### config.mk
export PLATFORM = sky130hd
export DESIGN_NAME = mem_resp_stage
export DESIGN_NICKNAME = d
export VERILOG_FILES = /design/src/rtl/mycpu_pkg.sv /design/src/rtl/mem_resp_stage_load_align.sv /design/src/rtl/mem_resp_stage.sv
export SDC_FILE = /design/constraint.sdc
export NUM_CORES = 1
export LEC_CHECK = 0
export BUFFER_PORTS_ARGS = -buffer_cell sky130_fd_sc_hd__buf_2
export CELL_PAD_IN_SITES_DETAIL_PLACEMENT = 2
export CELL_PAD_IN_SITES_GLOBAL_PLACEMENT = 2
export CORE_UTILIZATION = 30
export CTS_BUF_LIST = sky130_fd_sc_hd__clkbuf_16
export CTS_CLUSTER_DIAMETER = 40
export CTS_CLUSTER_SIZE = 10
export DETAILED_ROUTE_END_ITERATION = 8
export PLACE_DENSITY = 0.87
export SKIP_LAST_GASP = 1
export SLEW_MARGIN = 20
export SYNTH_ARGS = -nofsm -noshare
export SYNTH_HDL_FRONTEND = slang
export SYNTH_HIERARCHICAL = 1
export SYNTH_SLANG_ARGS = --single-unit
export TNS_END_PERCENT = 50
### constraint.sdc
create_clock -name clk -period 4.1 [get_ports clk]
set_input_delay 0.615 -clock clk [delete_from_list [all_inputs] [get_ports clk]]
set_output_delay 0.615 -clock clk [all_outputs]
set_load 0.05 [all_outputs]
### src/rtl/mycpu_pkg.sv
// mycpu_pkg: load type codes and shared defaults for the MEM stage.
package mycpu_pkg;
  typedef enum logic [2:0] {
    LD_W  = 3'd0,
    LD_B  = 3'd1,
    LD_H  = 3'd2,
    LD_BU = 3'd3,
    LD_HU = 3'd4,
    LD_D  = 3'd5
  } ld_type_e;
  localparam int DATA_W_32      = 32;
  localparam int DATA_W_64      = 64;
  localparam int MAX_ORPHAN_DEF = 3;
endpackage

### src/rtl/mem_resp_stage_load_align.sv
// load_align: selects the addressed lane of the raw load data and extends it to DATA_W.
module load_align
  import mycpu_pkg::*;
#(
  parameter int DATA_W = 32
) (
  input  logic [DATA_W-1:0]           raw_i,
  input  logic [$clog2(DATA_W/8)-1:0] off_i,
  input  logic [2:0]                  ld_type_i,
  output logic [DATA_W-1:0]           res_o
);
  logic [DATA_W-1:0] lane;
  assign lane = raw_i >> {off_i, 3'b000};
  always_comb
    res_o = ld_type_i == LD_B  ? {{(DATA_W-8){lane[7]}}, lane[7:0]} :
            ld_type_i == LD_H  ? {{(DATA_W-16){lane[15]}}, lane[15:0]} :
            ld_type_i == LD_BU ? DATA_W'(lane[7:0]) :
            ld_type_i == LD_HU ? DATA_W'(lane[15:0]) :
            ld_type_i == LD_W  ? DATA_W'(lane[31:0]) : raw_i;
endmodule

### src/rtl/mem_resp_stage.sv
// mem_resp_stage: MEM stage holding one instruction while its split-transaction data response returns,
// with a one-entry response buffer for WB backpressure and orphan-response discard after flushes.
module mem_resp_stage
  import mycpu_pkg::*;
#(
  parameter int DATA_W     = 32,
  parameter int SIDE_W     = 82,
  parameter int MAX_ORPHAN = MAX_ORPHAN_DEF
) (
  input  logic              clk,
  input  logic              reset,
  input  logic              es_to_ms_valid,
  output logic              ms_allowin,
  input  logic [31:0]       es_pc,
  input  logic [DATA_W-1:0] es_alu_result,
  input  logic [4:0]        es_dest,
  input  logic              es_gr_we,
  input  logic              es_res_from_mem,
  input  logic [2:0]        es_ld_type,
  input  logic              es_mem_req,
  input  logic              es_ex,
  input  logic              es_ertn,
  input  logic [SIDE_W-1:0] es_side_bus,
  input  logic              data_sram_data_ok,
  input  logic [DATA_W-1:0] data_sram_rdata,
  input  logic              wb_flush,
  input  logic              ws_allowin,
  output logic              ms_to_ws_valid,
  output logic [31:0]       ms_pc,
  output logic [DATA_W-1:0] ms_result,
  output logic [4:0]        ms_dest,
  output logic              ms_gr_we,
  output logic              ms_ex,
  output logic              ms_ertn,
  output logic [SIDE_W-1:0] ms_side_bus,
  output logic [4:0]        ms_fwd_dest,
  output logic [DATA_W-1:0] ms_fwd_result,
  output logic              ms_fwd_stall,
  output logic              ms_ex_ertn
);
  localparam int OW = $clog2(DATA_W/8);
  localparam int CW = $clog2(MAX_ORPHAN+1);
  logic              ms_valid_q, ms_valid_d, ms_wait_q, ms_wait_d, buf_valid_q, buf_valid_d;
  logic [CW-1:0]     orphan_q, orphan_d;
  logic [DATA_W-1:0] buf_q, buf_d;
  logic [31:0]       pc_q;
  logic [DATA_W-1:0] alu_q;
  logic [4:0]        dest_q;
  logic              gr_we_q, rfm_q, ex_q, ertn_q;
  logic [2:0]        ldt_q;
  logic [SIDE_W-1:0] side_q;
  logic              accept, ready_go, dok_orphan, dok_cur, leave, capture, orphan_ovf;
  logic [CW+1:0]     orphan_sum;
  logic [DATA_W-1:0] raw, aligned;
  // Responses are in order, so any outstanding orphan owns the strobe before the live instruction.
  assign dok_orphan = data_sram_data_ok & (orphan_q != '0);
  assign dok_cur    = data_sram_data_ok & (orphan_q == '0) & ms_valid_q & ms_wait_q;
  assign ready_go   = !ms_wait_q | buf_valid_q | (data_sram_data_ok & (orphan_q == '0));
  assign ms_allowin = !ms_valid_q | (ready_go & ws_allowin);
  assign ms_to_ws_valid = ms_valid_q & ready_go;
  assign leave      = ms_to_ws_valid & ws_allowin;
  assign accept     = es_to_ms_valid & ms_allowin & !wb_flush;
  assign capture    = dok_cur & !ws_allowin;
  assign orphan_sum = (CW+2)'(orphan_q)
                    + (CW+2)'(wb_flush & ms_valid_q & ms_wait_q & !dok_cur)
                    + (CW+2)'(wb_flush & es_to_ms_valid & es_mem_req)
                    - (CW+2)'(dok_orphan);
  assign orphan_ovf = orphan_sum > (CW+2)'(MAX_ORPHAN);
  always_comb begin
    ms_valid_d  = (reset | wb_flush) ? 1'b0 : ms_allowin ? es_to_ms_valid : ms_valid_q;
    ms_wait_d   = (reset | wb_flush) ? 1'b0 : accept ? es_mem_req : dok_cur ? 1'b0 : ms_wait_q;
    buf_valid_d = (reset | wb_flush | leave) ? 1'b0 : capture ? 1'b1 : buf_valid_q;
    buf_d       = capture ? data_sram_rdata : buf_q;
    orphan_d    = reset ? '0 : orphan_ovf ? CW'(MAX_ORPHAN) : orphan_sum[CW-1:0];
  end
  always_ff @(posedge clk) begin
    ms_valid_q  <= ms_valid_d;
    ms_wait_q   <= ms_wait_d;
    buf_valid_q <= buf_valid_d;
    buf_q       <= buf_d;
    orphan_q    <= orphan_d;
  end
  always_ff @(posedge clk)
    if (accept) begin
      pc_q    <= es_pc;
      alu_q   <= es_alu_result;
      dest_q  <= es_dest;
      gr_we_q <= es_gr_we;
      rfm_q   <= es_res_from_mem;
      ldt_q   <= es_ld_type;
      ex_q    <= es_ex;
      ertn_q  <= es_ertn;
      side_q  <= es_side_bus;
    end
  assign raw = buf_valid_q ? buf_q : data_sram_rdata;
  load_align #(.DATA_W(DATA_W)) u_align (
    .raw_i    (raw),
    .off_i    (alu_q[OW-1:0]),
    .ld_type_i(ldt_q),
    .res_o    (aligned)
  );
  assign ms_pc         = pc_q;
  assign ms_result     = rfm_q ? aligned : alu_q;
  assign ms_dest       = dest_q;
  assign ms_gr_we      = gr_we_q;
  assign ms_ex         = ex_q;
  assign ms_ertn       = ertn_q;
  assign ms_side_bus   = side_q;
  assign ms_fwd_dest   = (ms_valid_q & gr_we_q) ? dest_q : 5'd0;
  assign ms_fwd_result = ms_result;
  assign ms_fwd_stall  = ms_valid_q & rfm_q & ms_wait_q & !dok_cur;
  assign ms_ex_ertn    = ms_valid_q & (ex_q | ertn_q);
  // EX is responsible for never over-committing orphan slots; saturation only guards the counter.
  assert property (@(posedge clk) disable iff (reset) !orphan_ovf);
  assert property (@(posedge clk) DATA_W == DATA_W_32 || DATA_W == DATA_W_64);
endmodule

Yosys cells after proc, flatten, opt, wreduce, memory -nomap -nowiden:

Index checks and enable logic that the tools add are counted.

* order comparisons: 1
* muxes and demuxes: 11
* reductions and logical operators: 9
* eq/ne operators: 4
* bitwise logic cells: 26
* shift-type cells: 1
* $add $sub $neg: 3

Operators by type and width (count)
* $mux W32: 7
* $shr A32 B5 Y32: 1
* $and A1 B1 Y1: 20
* $eq A3 B2 Y1 const B: 2
* $or A1 B1 Y1: 6
* $logic_not A1 Y1: 5
* $mux W5: 1
* $add A3 B1 Y4: 1
* $gt A4 B2 Y1 const B: 1
* $reduce_bool A2 Y1: 2
* $sub A4 B1 Y4: 1
* $add A2 B1 Y3: 1
* $eq A3 B1 Y1 const B: 1
* $eq A3 B3 Y1 const B: 1
* $logic_not A3 Y1: 1
* $logic_not A2 Y1: 1
* $mux W1: 2
* $mux W2: 1

* register bits after elaboration: 195
* input port bits: 197

Depth between registers and ports, before layout:

* word-level depth: 11
* depth in mapped cells: 10

Modules after synthesis:

Netlist, hierarchy kept.

Modules (own cells, without submodules)
* mem_resp_stage: instances 1, area an instance 7133.1 sq um, cells an instance 344, sequential area each 5805.6 sq um
* load_align: instances 1, area an instance 1049.8 sq um, cells an instance 154, sequential area each 0.0 sq um

Least setup slack after synthesis:

No wires, ideal clock.

* path kind: input port to flip-flop
* start point: in data_sram_data_ok
* end point: reg buf_q[0], enable pin
* setup time: 0.468 ns
* cell stages on the path: 2
* arrival: 3.283 ns
* required time: 3.632 ns
* path slack: 0.349 ns
* buffers on the path: 0
* cell sequence: nor3b_4 > nor3b_1

* longest elaborated chain between the ends: 4

Ends and longest elaborated chain
* start: declaration: RTL line mem_resp_stage.sv:24 `input logic data_sram_data_ok,`
* $and A1 B1 Y1 (3 in series): RTL line mem_resp_stage.sv:57 `assign dok_cur = data_sram_data_ok & (orphan_q == '0) & ms_valid_q & ms_wait_q;`
* $and A1 B1 Y1: RTL line mem_resp_stage.sv:63 `assign capture = dok_cur & !ws_allowin;`
* via capture: RTL line mem_resp_stage.sv:52 `logic accept, ready_go, dok_orphan, dok_cur, leave, capture, orphan_ovf;`
* end signal: assignment: RTL line mem_resp_stage.sv:80 `buf_q <= buf_d;`
* end: declaration: RTL line mem_resp_stage.sv:45 `logic [DATA_W-1:0] buf_q, buf_d;`

The timed path passes the listed nets, and every way through them passes these cells.
A chain may end at the register's enable or synchronous reset.

Worst setup path in the final report:

* start point: reg buf_valid_q
* end point: out ms_result[31]

* longest elaborated chain between the ends: 8

Ends and longest elaborated chain
* start: declaration: RTL line mem_resp_stage.sv:43 `logic ms_valid_q, ms_valid_d, ms_wait_q, ms_wait_d, buf_valid_q, buf_valid_d;`
* start signal: assignment: RTL line mem_resp_stage.sv:79 `buf_valid_q <= buf_valid_d;`
* $mux W32 (*): RTL line mem_resp_stage.sv:95 `assign raw = buf_valid_q ? buf_q : data_sram_rdata;`
* via raw[15]: RTL line mem_resp_stage.sv:54 `logic [DATA_W-1:0] raw, aligned;`
* $shr A32 B5 Y32 (*): RTL line mem_resp_stage_load_align.sv:13 `assign lane = raw_i >> {off_i, 3'b000};`
* $mux W32: RTL line mem_resp_stage_load_align.sv:19 `ld_type_i == LD_W ? DATA_W'(lane[31:0]) : raw_i;`
* $mux W32: RTL line mem_resp_stage_load_align.sv:18 `ld_type_i == LD_HU ? DATA_W'(lane[15:0]) :`
* $mux W32: RTL line mem_resp_stage_load_align.sv:17 `ld_type_i == LD_BU ? DATA_W'(lane[7:0]) :`
* $mux W32: RTL line mem_resp_stage_load_align.sv:16 `ld_type_i == LD_H ? {{(DATA_W-16){lane[15]}}, lane[15:0]} :`
* $mux W32 (*): RTL line mem_resp_stage_load_align.sv:15 `res_o = ld_type_i == LD_B ? {{(DATA_W-8){lane[7]}}, lane[7:0]} :`
* via aligned[31]: RTL line mem_resp_stage.sv:54
* $mux W32 (*): RTL line mem_resp_stage.sv:103 `assign ms_result = rfm_q ? aligned : alu_q;`
* end: declaration: RTL line mem_resp_stage.sv:30 `output logic [DATA_W-1:0] ms_result,`

Mark *: on every way through the listed nets, which the timed path passes. The rest lies on a longest branch.

==> run summary <==
Share of layout cells above drive strength 1: 0.586
Hold Crit Class: in2reg
Post-DP HPWL: 23100 um
Iter 0 DRT Violations: 286
First-pass GRT wire length: 42200 um
Final setup fails: 0
Final wirelength: 29500 um
Total CTS buffers: 17
Nets: 1065
Crit. End Element: primary output
Synth warn: 6
Final min period: 3740 ps
Mapped Area: 0.00818 mm2
Slew @ Worst Pin: 792 ps
Non-filler cells, final: 1223
RSZ-0062 raised after global routing: no
TritonCTS Sinks: 195
DIE AREA: 0.0279 mm2
Status: complete, no violations
Drt wl/cell: 24.1 um
Total grt overflow: 0
Post-CTS Setup Bufs: 0
CP max FO: 9
Startpoint types: flip-flop
Die W: 167 um
Avg Inst Size Synth: 16.4 um2
Final Hold Slack: 344 ps
Max Fclk: 267 MHz
Post-Place Cells: 1186
Drc violations: 0
Total power: 4.98 mW
Dominant synthesized flop cell: edfxtp_1
Leakage power total: 4.46 nW
Starting density of the core: 0.304
Mapped Cells: 498
Relative slew slack: 0.467
I/O Buffers: 391
Sequential area share after synthesis: 0.709
Largest net degree at the start of global routing: 72
Clk root buf: clkbuf_16
Hold Violations, Final: 0
Max-cap violations: 0
Post-synth EDFFs: 190
Clock buffer depth: 2
Setup TNS: 0 ps
GRT Util Overall: 0.210
Period utilization: 0.913
Syn nets: 699
CP required: 3480 ps
Die Ht: 167 um
Layout area overhead: 33.4%
CTS tree: yes
Setup CP Type: reg2out
IO Count: 392
# rows: 60
Via Count: 5846
R2r setup slk: 1550 ps
Core Region: 0.0269 mm2
Cts repair resizes: 0
CP arrival: 3130 ps
Placer Congestion: 0.819
Vias per inst: 4.78
Slowest cell on crit path: dfxtp_1
Critical path cell sequence: mux2_2, mux2_4, or2_1, a31oi_4, nor2_1, mux2_2, buf_2
# hold bufs at CTS: 0
Max-slew violations: 0
Clk slew on worst S/H paths: 90 ps
Number of synthesized register bits: 195
Pwr Density: 457 mW/mm2
Drt pass-1 iters: 6
VDD IR-drop max: 0.270 mV
H-tree depth: 4
Setup Skew: 20.7 ps
Vias in the first global route: 6546
Post-route ant nets: 0
FFs w/ async S/R, synth: 0
Max incr delay on CP: 610 ps
Synth cell types: 55
Worst-skew pair later-pin latency: 440 ps
Most frequent cell on the critical path: mux2_2
Initial antenna violation count: 10
cell usage in the layout (no fill, tap or decap), drive strengths merged, types with 2 or more instances in the layout:
cell type / instances
buf: 402
edfxtp: 190
mux2: 65
o21ai: 25
nor2: 22
nand2: 18
clkbuf: 17
inv: 16
mux2i: 9
a31oi: 9
a21oi: 9
nor2b: 8
a221o: 8
clkinv: 8
a22oi: 7
o21bai: 7
a2bb2oi: 6
diode: 5
and3: 5
nand2b: 5
dfxtp: 5
o21a: 3
o22ai: 3
nand3: 2
nand3b: 2
and2: 2
fa: 2
ha: 2
and3b: 2
nor3b: 2
o31ai: 2
stage by stage:
step,cell area [um2],setup WS [ps],utilization
2_1_floorplan,8180,349,-
3_3_place_gp,10300,869,0.383
3_5_place_dp,10300,810,0.383
4_1_cts,10900,348,0.406
5_1_grt,10900,249,0.406
6_report,10900,355,0.406
kinds of logic after synthesis:
kind of cell             Yosys count  share of synthesized area
flip-flops                       195                      0.709
adder cells (fa/ha/maj)            4                    0.00795
multiplexers                      74                      0.101
buffers and inverters             64                     0.0486
AO/OA/AOI/OAI                     85                     0.0807
AND/OR/NAND/NOR                   75                     0.0508
XOR/XNOR                           1                    0.00107
worst max-delay path, delay by kind of cell, from the launching register on:
family	cells	cell delay (ps)
multiplexers	3	1050
flip-flops	1	610
AO/OA/AOI/OAI	1	370
AND/OR/NAND/NOR	2	450
buffers and inverters	1	220
metal layers:
layer,GRT usage,up-vias,part of all wire
met3,0.0619,39,0.054
met1,0.228,2965,0.38
li1,-,2619,-
met4,0.0678,12,0.020
met2,0.388,211,0.55
met5,0,-,0.0027
path summary, 6_finish.rpt:
path                                 end                startpoint  cells after the start
setup / recovery           ms_result[31]  buf_valid_q$_SDFFE_PP0P_                      7
hold / removal      ms_dest[3]$_DFFE_PP_                es_dest[3]                      1
setup reg to reg  orphan_q[0]$_SDFF_PP0_   ms_valid_q$_SDFFE_PP0N_                     10
hold reg to reg   ms_wait_q$_SDFFE_PP0P_    ms_wait_q$_SDFFE_PP0P_                      3
synthesized netlist by cell type (8+ instances only):
cell type,instances,share of area
buf_2,18,0.011
o21ai_0,25,0.015
mux2i_1,8,0.0098
nand2_1,18,0.0083
nor2b_1,8,0.0061
buf_4,34,0.031
a31oi_1,8,0.0061
edfxtp_1,190,0.70
inv_1,9,0.0041
nor2_1,20,0.0092
a221o_1,8,0.0098
mux2_2,64,0.088
final cells by class:
type                            instances  area, um2
Fill cell                            2771      16000
Antenna cell                            5       12.5
Inverter                                9       33.8
Clock buffer                           17        425
Timing Repair Buffer                  402       2050
Multi-Input combinational cell        239       1980
Sequential cell                       195       5810
Clock inverter                         15        179
Tap cell                              341        427
state kept, by name, indices dropped and copies added (netlist names):
signal and count:
ms_side_bus 82, ms_gr_we 1, ms_valid_q 1, buf_q 32, ms_pc 32, ms_dest 5
ms_wait_q 1, ms_ertn 1, rfm_q 1, buf_valid_q 1, ldt_q 3, alu_q 32
ms_ex 1, orphan_q 2
power by group:
part	leakage, nW	switching [mW]	internal, mW
Combinational	2.36	0.666	0.263
Sequential	1.81	0.0481	2.28
Clock	0.296	0.894	0.832
No activity file was read; power rests on OpenSTA's default activity.
